### config.mk
export PLATFORM = sky130hd
export DESIGN_NAME = priority_encoder_seq
export DESIGN_NICKNAME = d
export VERILOG_FILES = /design/src/rtl/penc_pkg.sv /design/src/rtl/penc_pick.sv /design/src/rtl/priority_encoder_seq.sv
export SDC_FILE = /design/constraint.sdc
export NUM_CORES = 1
export LEC_CHECK = 0
export CAP_MARGIN = 20
export CORE_ASPECT_RATIO = 1.25
export CORE_MARGIN = 1
export CORE_UTILIZATION = 30
export DETAILED_ROUTE_END_ITERATION = 7
export GPL_ROUTABILITY_DRIVEN = 1
export HOLD_SLACK_MARGIN = 0.06
export PLACE_DENSITY = 0.54
export SYNTH_ARGS = -nofsm -noshare
export SYNTH_HDL_FRONTEND = slang
export SYNTH_HIERARCHICAL = 1
export SYNTH_SLANG_ARGS = --single-unit
### constraint.sdc
create_clock -name clk -period 2.3 [get_ports clk]
set_input_delay 0.46 -clock clk [delete_from_list [all_inputs] [get_ports clk]]
set_output_delay 0.46 -clock clk [all_outputs]
set_load 0.02 [all_outputs]
### src/rtl/penc_pkg.sv
// Shared definitions for the sequential priority encoder.
// Optional feature macro: PENC_RR_EN (round-robin priority instead of fixed).
package penc_pkg;

  // FSM state encoding
  localparam logic [0:0] S_IDLE  = 1'b0;
  localparam logic [0:0] S_VALID = 1'b1;

  // Index width that never collapses to zero bits
  function automatic int penc_idx_w(input int n);
    return (n < 2) ? 1 : $clog2(n);
  endfunction

  // One bit of onehot(idx): high when pos is the selected index
  function automatic logic penc_onehot_bit(input int idx, input int pos);
    return (idx == pos);
  endfunction

endpackage

### src/rtl/penc_pick.sv
// Combinational pick of one set bit from an N-bit vector.
// Default: highest set index wins.
// With PENC_RR_EN defined: search runs downward from (base - 1), wrapping
// from 0 to N-1, so base itself is considered last.
module penc_pick
  import penc_pkg::*;
#(
  parameter int N = 8,
  parameter int W = 3
) (
  input  logic [N-1:0] vec,
`ifdef PENC_RR_EN
  input  logic [W-1:0] base,
`endif
  output logic         found,
  output logic [W-1:0] idx
);

`ifdef PENC_RR_EN
  // Rotated search: k=0 is the first position examined, and it is assigned last so it wins
  always_comb begin
    int pos;
    pos   = 0;
    found = 1'b0;
    idx   = '0;
    for (int k = N - 1; k >= 0; k--) begin
      pos = (int'(base) + N - 1 - k) % N;
      if (vec[pos]) begin
        found = 1'b1;
        idx   = W'(pos);
      end
    end
  end
`else
  // Fixed priority: later (higher) indices overwrite lower ones
  always_comb begin
    found = 1'b0;
    idx   = '0;
    for (int i = 0; i < N; i++) begin
      if (vec[i]) begin
        found = 1'b1;
        idx   = W'(i);
      end
    end
  end
`endif

endmodule

### src/rtl/priority_encoder_seq.sv
// Registered N-to-log2(N) encoder with sticky pending requests and a
// valid/ready output handshake, one index per accepted transfer.
// Optional feature macro: PENC_RR_EN (round-robin priority with a
// last-grant pointer; undefined gives fixed highest-index priority).
module priority_encoder_seq
  import penc_pkg::*;
#(
  parameter  int N = 8,
  localparam int W = penc_idx_w(N)
) (
  input  logic         clk,
  input  logic         rst,
  input  logic [N-1:0] req,
  output logic [W-1:0] out_code,
  output logic         out_valid,
  input  logic         out_ready,
  output logic [N-1:0] pending,
  output logic         req_merged
);

  logic [0:0]   state_q, state_d;
  logic         out_valid_q, out_valid_d;
  logic [W-1:0] out_code_q, out_code_d;
  logic [N-1:0] pending_q, pending_d;
  logic         merged_q, merged_d;

  logic         hs;
  logic [N-1:0] clr;
  logic         pick_found;
  logic [W-1:0] pick_idx;

  assign hs = out_valid_q & out_ready;

  // Clear mask: onehot of the code being accepted this cycle
  for (genvar g = 0; g < N; g++) begin : g_clr
    assign clr[g] = hs & penc_onehot_bit(32'(out_code_q), g);
  end

  // Set wins over clear, so a re-request of the accepted bit stays pending
  assign pending_d = (pending_q & ~clr) | req;
  assign merged_d  = |(req & pending_q & ~clr);

`ifdef PENC_RR_EN
  logic [W-1:0] ptr_q, ptr_d, pick_base;

  // The grant happening now becomes the search origin for the next load
  assign pick_base = hs ? out_code_q : ptr_q;
  assign ptr_d     = pick_base;

  penc_pick #(.N(N), .W(W)) u_pick (
    .vec   (pending_d),
    .base  (pick_base),
    .found (pick_found),
    .idx   (pick_idx)
  );

  // Last-grant pointer, moves only on handshake
  always_ff @(posedge clk or posedge rst) begin
    if (rst) ptr_q <= '0;
    else     ptr_q <= ptr_d;
  end
`else
  penc_pick #(.N(N), .W(W)) u_pick (
    .vec   (pending_d),
    .found (pick_found),
    .idx   (pick_idx)
  );
`endif

  // Next-state logic: load a pick when idle or on handshake, hold while stalled
  always_comb begin
    state_d     = state_q;
    out_valid_d = out_valid_q;
    out_code_d  = out_code_q;
    case (state_q)
      S_IDLE: begin
        if (pick_found) begin
          state_d     = S_VALID;
          out_valid_d = 1'b1;
          out_code_d  = pick_idx;
        end
      end
      S_VALID: begin
        if (hs) begin
          if (pick_found) begin
            out_code_d = pick_idx;
          end else begin
            state_d     = S_IDLE;
            out_valid_d = 1'b0;
          end
        end
      end
      default: begin
        state_d     = S_IDLE;
        out_valid_d = 1'b0;
      end
    endcase
  end

  // State and output registers; reset drops pending work and any presented code
  always_ff @(posedge clk or posedge rst) begin
    if (rst) begin
      state_q     <= S_IDLE;
      out_valid_q <= 1'b0;
      out_code_q  <= '0;
      pending_q   <= '0;
      merged_q    <= 1'b0;
    end else begin
      state_q     <= state_d;
      out_valid_q <= out_valid_d;
      out_code_q  <= out_code_d;
      pending_q   <= pending_d;
      merged_q    <= merged_d;
    end
  end

  assign out_code   = out_code_q;
  assign out_valid  = out_valid_q;
  assign pending    = pending_q;
  assign req_merged = merged_q;

endmodule

* Word-level counts from Yosys, hierarchy flattened *
Index checks and enable logic that the tools add are counted.

word-level totals
  register bits = 14
  bits of input ports = 11
  output and inout bits = 13
  logic and storage cells = 58

operators by class
  eq/ne operators = 10
  mux-type cells = 25
  bitwise gates (word level) = 15
  reductions and logical operators = 3

operators by type and width
  operator            number
  $and 8x8->8         3
  $mux 3              6
  $mux 1              14
  $eq 3x3->1 const B  4
  $and 1x1->1         9
  $not 8->8           1
  $or 8x8->8          1
  $reduce_or 8->1     1
  $eq 3x2->1 const B  2
  $pmux 3 s2          1
  $mux 2              2
  $ne 2x2->1 const B  2
  $pmux 1 s2          2
  $eq 3x1->1 const B  1
  $logic_not 3->1     1
  $reduce_and 3->1    1
  $ne 2x1->1 const B  1
  $not 1->1           1

* Logic depth before layout (Yosys ltp) *
  depth in word-level cells = 16
  depth in mapped cells = 8
  depth with buffers taken out = 7

* Modules after synthesis *
The synthesis kept the hierarchy.

modules (own cells, without submodules)
  module                instances  cells an instance  area an instance (um^2)  sequential area each (um^2)
  priority_encoder_seq  1          60                 630.6                    350.3
  penc_pick             1          12                 57.6                     0.0

* Worst setup path after synthesis *
No wires, ideal clock.

  path kind = register -> register
  from = reg out_code_q[0], in the netlist out_code[0]
  to = reg out_code_q[0], in the netlist out_code[0]
  library setup time = 125 ps
  arrival time = 1822 ps
  required time = 2175 ps
  path slack = 354 ps
  stages on the path, launching flop included = 8
  buffers on the path = 0
  clock period less this slack = 1946 ps
  cells stage by stage = dfrtp_1 -> and3b_2 -> nand3_1 -> a21o_2 -> nor2_1 -> nand4_1 -> nand2_1 -> mux2_2

between the ends
  elaborated cells between the ends (all ways) = 37
  classes of those cells = eq/ne (7); mux (18); bitwise (11); reduce/logical (1)

RTL lines
  what                    RTL line                                                text
  start, declared         priority_encoder_seq.sv:23                              logic [W-1:0] out_code_q, out_code_d;
  start signal, assigned  priority_encoder_seq.sv:111                             out_code_q <= out_code_d;
  $eq 3x2->1 *            penc_pkg.sv:16                                          return (idx == pos);
  $and 1x1->1 *           priority_encoder_seq.sv:36                              assign clr[g] = hs & penc_onehot_bit(32'(out_code_q), g);
  $not 8->8 *             priority_encoder_seq.sv:40                              assign pending_d = (pending_q & ~clr) | req;
  $and 8x8->8 *           priority_encoder_seq.sv:40
  $or 8x8->8 *            priority_encoder_seq.sv:40
  named net pending_d[6]  priority_encoder_seq.sv:24                              logic [N-1:0] pending_q, pending_d;
  $mux 1 * (2 in a row)   penc_pick.sv:40                                         if (vec[i]) begin
  named net pick_found    priority_encoder_seq.sv:29                              logic pick_found;
  $mux 3 *                priority_encoder_seq.sv:77, priority_encoder_seq.sv:85
  $mux 3                  priority_encoder_seq.sv:84                              if (hs) begin
  $pmux 3 s2 *            priority_encoder_seq.sv:75                              case (state_q)

Mark *: on every way through the listed nets, which the timed path passes. The rest lies on a longest branch. The select of a mux whose other input is x is not followed.
A chain may end at the register's enable or synchronous reset.

* Final worst setup path *
  from = in out_ready
  to = reg out_code_q[1], in the netlist out_code[1]

between the ends
  elaborated cells between the ends (all ways) = 30
  classes of those cells = eq/ne (1); mux (17); bitwise (12)

RTL lines
  what                    RTL line                                                text
  start, declared         priority_encoder_seq.sv:16                              input logic out_ready,
  $and 1x1->1 *           priority_encoder_seq.sv:32                              assign hs = out_valid_q & out_ready;
  $and 1x1->1 *           priority_encoder_seq.sv:36
  $not 8->8 *             priority_encoder_seq.sv:40
  $and 8x8->8 *           priority_encoder_seq.sv:40
  $or 8x8->8 *            priority_encoder_seq.sv:40
  named net pending_d[3]  priority_encoder_seq.sv:24
  $mux 1 * (5 in a row)   penc_pick.sv:40
  named net pick_found    priority_encoder_seq.sv:29
  $mux 3 *                priority_encoder_seq.sv:77, priority_encoder_seq.sv:85
  $mux 3                  priority_encoder_seq.sv:84
  $pmux 3 s2 *            priority_encoder_seq.sv:75

Marks and branches as above.

==> reports/results.tsv <==
metric	value	unit
syn_inst	72	
met2_length	842	µm
ys_warn_count	6	
tns	0	ns
ctsRootBufferMaster	clkbuf_4	
clk_latency	0.27	ns
max_freq	460	MHz
grt_usage	15.1	%
synth_cell_types	21	
clkPwrFrac	36.7	%
report.final.hold_viol_count	0	
drc	0	
crit_top_cell	nand2_1	
layout_common_cells	23 x clkdlybuf4s50_1, 14 x nand2_1, 14 x dfrtp_1	
finalSetupViolCount	0	
drv_cap	0	
routedWlPerCell	12.1	µm
layout_min_cycle_time	2.17	ns
drt_wl_total	1680	µm
max_stage_delay	0.49	ns
fp-row-count	19	
power_frac_comb	10.1	%
synthToLayoutAreaGrowth	54.2	%
postCtsSetupRepairBufs	0	
cts.clk_slew.worst_paths	0.08	ns
antenna_found_initial	0	
numCtsBuffers	3	
critPathKind	in2reg	
num_vias	639	
min_period_over_period	94.4	%
ios	24	
fin_ws	0.128	ns
p_sw	0.102	mW
final_core_util	48.5	%
dr_wl_met3	86	µm
viasPerCell	4.60	
final_nets	120	
wl_met1	736	µm
finalNonFillerCells	139	
post_cts_resized	0	
maxSlewViolCount	0	
top_layer_used	met4	
crit_chain	clkdlybuf4s50_1 > and3_1 > nand2_1 > a21o_1 > nor2_1 > nand4_1 > nand2_1 > mux2_2	
place_ws	-0.156	ns
ir_drop	317	µV
initial_core_util	31.5	%
die_x	44.8	µm
rsz0062_at_grt	false	
dp_hpwl	1320	µm
hold_buffers	0	
syn_area	688	µm²
seq_power_share	53.3	%
drive_gt1_share	19.4	%
p_leak	0.427	nW
crit_path_start_kind	primary input	
crit_required	2.47	ns
slowest_stage	clkdlybuf4s50_1	
place_congestion	0.801	
p_int	0.373	mW
drtIter0Drc	26	
die_area	0.00249	mm²
crit_arrival	2.34	ns
cp-end-kind	flop	
fp.dieH	55.5	µm
power_density	448	mW/mm²
dr.pass1.iters	4	
max_slew_margin	64.2	%
synth_seq_cells	14	
clockBufferDepth	2	
coreArea	0.00219	mm²
p_sw_share	21.5	%
synth_area_per_cell	9.56	µm²
grt_max_degree	15	
layout_commonest_cell	clkdlybuf4s50_1	
clock_sinks	14	
grt_pass1_wl	2730	µm
diodes	0	
grt_pass1_vias	637	
cts_tree	built	
overflow	0	
crit_fanout	6	
fin_skew	0.000873	ns
status	completed	
io_buffers	23	
timing.hold.worst.class	reg2reg	
place_inst	135	
htreeDepth	1	
holdWs	0.496	ns
seq_area_frac_synth	50.9	%
worstMarginPinSlew	0.537	ns
final_antenna_net_count	0	
syn-num-nets	83	
[cell families after synthesis]
| group | synth area share (%) |
|---|---|
| buf+inv | 3.82 |
| flops | 50.9 |
| compound gates | 20.4 |
| mux | 4.91 |
| simple gates | 20.0 |
[state kept, by name (all words and copies together) (netlist names)]
signal / flops
pending: 8
out_valid: 1
req_merged: 1
state_q: 1
out_code: 3
[worst max-delay path, delay by kind of cell]
family | cells | cell delay, ns
and+or+nand+nor | 5 | 0.83
AOI/OAI and AO/OA | 1 | 0.21
buffers and inverters | 1 | 0.49
muxes | 1 | 0.34
[final timing paths]
check                                          endpoint  slack (ns)                    start  depth (start not counted)
min in group asynchronous          pending[0]$_DFF_PP0_        0.52                      rst                          2
worst min register to register    out_valid$_DFFE_PP0P_        0.50        state_q$_DFF_PP0_                          1
worst min-delay path              out_valid$_DFFE_PP0P_        0.50        state_q$_DFF_PP0_                          1
worst max-delay path            out_code[1]$_DFFE_PP0P_        0.13                out_ready                          8
worst max register to register  out_code[1]$_DFFE_PP0P_        0.34  out_code[0]$_DFFE_PP0P_                          7
max in group asynchronous          pending[6]$_DFF_PP0_        1.42                      rst                          2
[power groups by stage]
stage	clock (mW)	combinational, mW	sequential, mW
floorplan	0	0.0142	0.261
CTS	0.181	0.0488	0.253
finish	0.174	0.0478	0.253
global route	0.191	0.0519	0.254
detailed placement	0	0.0483	0.258
global placement	0	0.0483	0.258
[synth_stat cells]
library cell	number	area, µm²
nand3_2	1	10.0
nand2_1	14	52.6
and2b_1	1	7.51
inv_1	4	15.0
nor2_1	5	18.8
a31oi_1	4	25.0
and2_0	1	6.26
a32oi_1	1	8.76
and3_1	1	6.26
a21oi_1	6	30.0
and2b_2	1	8.76
o31ai_1	2	15.0
a21o_2	1	8.76
and3b_2	1	10.0
dfrtp_1	14	350
buf_4	1	7.51
a21o_1	7	52.6
clkinv_1	1	3.75
nand3_1	1	5.00
nand4_1	2	12.5
mux2_2	3	33.8
[cell type report]
type | count | area [µm²]
fillers | 232 | 1130
flip-flops and latches | 14 | 350
multi-input cells | 52 | 312
repair buffers | 33 | 305
well taps | 31 | 38.8
clock buffers | 4 | 36.3
inverters | 5 | 18.8
[metal layers]
metal / track usage [%] / up-vias
met3: 3.27 / 2
li1: - / 323
met2: 24.6 / 18
met5: 0 / -
met4: 6.49 / 0
met1: 18.7 / 296
[per-stage QoR]
| stage | power, mW | area (µm²) |
|---|---|---|
| after floorplan | 0.275 | 688 |
| after global placement | 0.307 | 1020 |
| after detailed placement | 0.306 | 1020 |
| after CTS | 0.483 | 1060 |
| after global routing | 0.497 | 1060 |
| final | 0.475 | 1060 |
No activity file was read; power rests on OpenSTA's default activity.
==> RTL edit 1 (config.mk and constraints unchanged) <==
`N` is set to 8 in 2 places; all go to 12.
--- a/src/rtl/penc_pick.sv
+++ b/src/rtl/penc_pick.sv
@@ -5,7 +5,7 @@
 module penc_pick
   import penc_pkg::*;
 #(
-  parameter int N = 8,
+  parameter int N = 12,
   parameter int W = 3
 ) (
   input  logic [N-1:0] vec,
--- a/src/rtl/priority_encoder_seq.sv
+++ b/src/rtl/priority_encoder_seq.sv
@@ -5,7 +5,7 @@
 module priority_encoder_seq
   import penc_pkg::*;
 #(
-  parameter  int N = 8,
+  parameter  int N = 12,
   localparam int W = penc_idx_w(N)
 ) (
   input  logic         clk,
Interface: changed (resized out_code, pending and req); port bits go from 24 to 33. No check against the original RTL was run, so the function may have changed too.
==> RTL edit 1 against the unedited design <==
Routed wire length up 72%. Sequential cell count up 5. Register-to-register slack worse by 0.21 ns. Design area up 54%. Synthesized area up 49%. Setup slack worse by 0.0019 ns. Sequential power up 35%. Power up 38%. Count of clock-buffer cells in the layout down 1. Critical path depth up 1. Highest routed layer unchanged.
==> RTL edit 1: results (changes against the unedited design) <==
* DRT Pass-1 Iters at 5 (was 4)
* FFs w/ async S/R, synth at 100% (unchanged)
* Largest net degree at the start of global routing at 20 (was 15)
* Status: finished, final reports clean (unchanged)
* Pwr dens at 403 nW/um2 (was 448 nW/um2)
* CTS HTree Levels at 1 (unchanged)
* Layout Cells excl Fill at 209 (was 139)
* Internal power at 503 uW (was 373 uW)
* Vias in the first global route at 1033 (was 637)
* Nets at 188 (was 120)
* Top post-synthesis cells by count: nand2_1 (24), dfrtp_1 (19), a21o_1 (12), a21oi_1 (10), nor2_1 (7) (was dfrtp_1 (14), nand2_1 (14), a21o_1 (7), a21oi_1 (6), nor2_1 (5))
* Area after DPL at 1560 um2 (was 1020 um2)
* Hold wc startpoint: state_q (unchanged)
* Share of cells above drive strength 1 at 25.0% (was 19.4%)
* Clock latency on the worst-skew pair at 0.25 ns (was 0.27 ns)
* Dpl hpwl at 2.30 mm (was 1.32 mm)
* Leak pwr at 0.678 nW (was 0.427 nW)
* Worst Hold Class: reg -> reg (unchanged)
* Root Driver: clkbuf_8 (was clkbuf_4)
* R2r endpoint: out_code[0] (was out_code[1])
* Netlist cell types at 24 (was 21)
* Largest fanout on the critical path at 5 (was 6)
* Main area contributors after synthesis: dfrtp_1 (46%), a21o_1 (8.8%), nand2_1 (8.8%) (was dfrtp_1 (51%), a21o_1 (7.6%), nand2_1 (7.6%))
* Filler Cells Inserted at 317 (was 232)
* First-pass GRT wire length at 4.77 mm (was 2.73 mm)
* Antenna diodes at 0 (unchanged)
* Via/cell ratio at 5.12 (was 4.60)
* RR Startpoint: out_code[0] (unchanged)
* Crit path launch: out_ready (unchanged)
* Leading area contributor after synthesis: dfrtp_1 (unchanged)
* WHS Path Cells at 1 (unchanged)
* Clock Skews at 0.00360 ns (was 0.000873 ns)
* PortBufs at 32 (was 23)
* Number of synthesis warnings at 6 (unchanged)
* Final hold vios at 0 (unchanged)
* Post-Syn Nets at 128 (was 83)
* Register-to-Register Path Depth at 8 (was 7)
* Total Wirelength at 2.89 mm (was 1.68 mm)
* Placer Congestion at 0.847 (was 0.801)
* Max VDD drop at 0.341 mV (was 0.317 mV)
* Sequential share of the synthesized area at 46.3% (was 50.9%)
* Hold slack at 0.480 ns (was 0.496 ns)
* Cells after DPL at 204 (was 135)
* Mapped Cells at 113 (was 72)
* Data arrival, critical path at 2.31 ns (was 2.34 ns)
* Slew Limit Headroom at 52.3% (was 64.2%)
* Reg2Reg Setup Slack at 0.13 ns (was 0.34 ns)
* Clk slew on worst S/H paths at ~0.07 ns
* Total track usage at 18.2% (was 15.1%)
* Logic gate share of total power at 12.8% (was 10.1%)
* Clk pwr share at 35.4% (was 36.7%)
* Iter 0 DRT Violations at 29 (was 26)
* Max reg flops at 12 (was 8)
RTL edit 1: layer usage:
layer | track usage, % | vias up | routed length (um)
li1 | - | 527 | -
met1 | 24.0 | 511 | 1270
met2 | 29.4 | 28 | 1470
met3 | 2.70 | 4 | 104
met4 | 6.73 | 0 | 41
met5 | 0 | - | 0
RTL edit 1: metrics by stage:
step	setup slack, ns	utilization (%)
final	0.126	50.6
after global routing	0.0133	50.6
after CTS	0.127	50.5
after detailed placement	-0.492	48.4
after global placement	-0.474	48.4
after floorplan	0.00171	-
RTL edit 1: worst max path at each step:
stage,endpoint,slack (ns)
2_1_floorplan,out_code[0],0.002
3_3_place_gp,out_code[2],-0.47
3_5_place_dp,out_code[0],-0.49
4_1_cts,out_code[3],0.13
5_1_grt,out_code[0],0.01
6_report,out_code[0],0.13
RTL edit 1: timing repair:
item | 4_1_cts | 5_1_grt
setup endpoints to repair | 5 | 4
setup buffers | 1 | 0
pin swaps | 3 | 0
resized for setup | 4 | 2
gates cloned | 0 | 0
RTL edit 1: kinds of logic (layout without fill, tap and decap cells):
group,count (synthesis),after routing,share of synthesized area [%]
AOI/OAI and AO/OA,31,31,20.7
buffers and inverters,8,67,4.02
DFF,19,19,46.3
muxes,4,4,4.38
and+or+nand+nor,51,51,24.6
RTL edit 1: final cells by class:
cell class	count	area, um2	share of cell area [%]
Clock buffer	3	41.3	2.53
Inverter	5	18.8	1.15
Timing Repair Buffer	58	514	31.5
Tap cell	37	46.3	2.84
Sequential cell	19	475	29.1
Multi-Input combinational cell	86	531	32.5
Clock inverter	1	5.00	0.307
RTL edit 1: worst max-delay path, stage by stage:
cell,delay [ns]
dlygate4sd2_1,0.24
and4bb_2,0.31
nand2_1,0.06
a21o_1,0.20
nor4_2,0.28
buf_4,0.15
nand4_1,0.13
nand2_2,0.15
mux2_2,0.34
==> RTL edit 2 (config.mk and constraints unchanged) <==
Without the edit above. `pending_q` no longer has a reset.
--- a/src/rtl/priority_encoder_seq.sv
+++ b/src/rtl/priority_encoder_seq.sv
@@ -103,15 +103,17 @@
       state_q     <= S_IDLE;
       out_valid_q <= 1'b0;
       out_code_q  <= '0;
-      pending_q   <= '0;
       merged_q    <= 1'b0;
     end else begin
       state_q     <= state_d;
       out_valid_q <= out_valid_d;
       out_code_q  <= out_code_d;
-      pending_q   <= pending_d;
       merged_q    <= merged_d;
     end
+  end
+
+  always_ff @(posedge clk) begin
+    pending_q <= pending_d;
   end
 
   assign out_code   = out_code_q;
Behaviour: not the same (a bounded check fails within 4 cycles, from zero or initial values and one cycle with rst high).
==> RTL edit 2 against the unedited design <==
Routed wire length fell by 0.77%. Global-route usage rose by 0.29 points. Die area rose by 2.3%. Setup slack improved by 0.099 ns. Synthesized area rose by 2.4%. Combinational power rose by 3%. Fmax rose by 4.8%. Via count rose by 2.2%. Clock skew rose by 0.0017 ns. Sequential cell count did not move. Design area fell by 3.1%. Sequential power barely moved. Power rose by 2.0%. Critical path type unchanged. Critical endpoint unchanged.
==> RTL edit 2: results (changes against the unedited design) <==
* Main area contributors after synthesis: dfxtp_1 (23%), dfrtp_1 (21%), a21o_1 (8.5%) (was dfrtp_1 (51%), a21o_1 (7.6%), nand2_1 (7.6%))
* Clock Skews at 0.00259 ns (was 0.000873 ns)
* Data arrival, critical path at 2.25 ns (was 2.34 ns)
* Top post-synthesis cells by count: nand2_1 (14), a21o_1 (8), dfxtp_1 (8), dfrtp_1 (6), nand3_1 (6) (was dfrtp_1 (14), nand2_1 (14), a21o_1 (7), a21oi_1 (6), nor2_1 (5))
* Pwr dens at 471 nW/um2 (was 448 nW/um2)
* Via/cell ratio at 4.70 (was 4.60)
* Sequential power at 254 uW (was 253 uW)
* DP Worst Slack at -0.0543 ns (was -0.156 ns)
* RR Startpoint: out_code[2] (was out_code[0])
* FF/Latch Area at 310 um2 (was 350 um2)
* Worst Hold Class: in -> async (was reg -> reg)
* Mapped Cells at 77 (was 72)
* Clk slew on worst S/H paths at 0.09 ns
* Iter 0 DRT Violations at 10 (was 26)
* Multiplexer share of the synthesized area at 4.80% (was 4.91%)
* Least-Margin Pin Slew at 0.360 ns (was 0.537 ns)
* Die width at 45.3 um (was 44.8 um)
* Leak pwr at 0.438 nW (was 0.427 nW)
* Max VDD drop at 0.227 mV (was 0.317 mV)
* Post-Syn Nets at 88 (was 83)
* Total Wirelength at 1.67 mm (was 1.68 mm)
* Fraction of area in multi-input gates at 33.2% (was 29.4%)
* Multi-input combinational gate total at 55 (was 52)
* Status: finished, final reports clean (unchanged)
* Longest Clk Path Bufs at 2 (unchanged)
* Bufs w/o clock at 30 (was 33)
* Dpl hpwl at 1.33 mm (was 1.32 mm)
* Clk cell area share at 3.53% (was 3.42%)
* Largest fanout on the critical path at 7 (was 6)
* Internal power at 372 uW (was 373 uW)
* Vias in the first global route at 667 (was 637)
* Total track usage at 15.4% (was 15.1%)
* Register share of the cell area at 30.2% (was 33.0%)
* Area after DPL at 992 um2 (was 1020 um2)
* Worst stage delay on the critical path at 0.47 ns (was 0.49 ns)
* Synth Area in Compound Gates at 19.0% (was 20.4%)
* Placer Congestion at 0.771 (was 0.801)
* Filler Cells Inserted at 218 (was 232)
* Sequential share of the synthesized area at 44.0% (was 50.9%)
## RTL edit 2: changes by cell type after synthesis, sizes merged
cell,unedited run,this run
and3b,1,2
and2b,2,0
dfrtp,14,6
and2,1,0
buf,1,3
nor3b,0,1
nor2b,0,1
dfxtp,0,8
a32oi,1,0
nand3,2,6
nor2,5,4
nor4,0,1
## RTL edit 2: cells by family (layout without fill, tap and decap cells)
logic type,count (synthesis),in the layout
buf+inv,8,39
simple gates,32,32
flops,14,14
mux,3,3
compound gates,20,20
## RTL edit 2: path summary, 6_finish.rpt
path,end,slack (ns)
min in group clk,out_valid,0.49
hold / removal,req_merged,0.37
max in group asynchronous,state_q,1.74
setup / recovery,out_code[1],0.23
hold reg to reg,out_valid,0.49
setup reg to reg,out_code[1],0.32
## RTL edit 2: metal layers
layer	track usage, %	up-vias	part of all wire, %
li1	-	333	-
met1	18.9	298	45
met2	23.8	16	49
met3	2.60	6	3.7
met4	9.96	0	2.5
met5	0	-	0
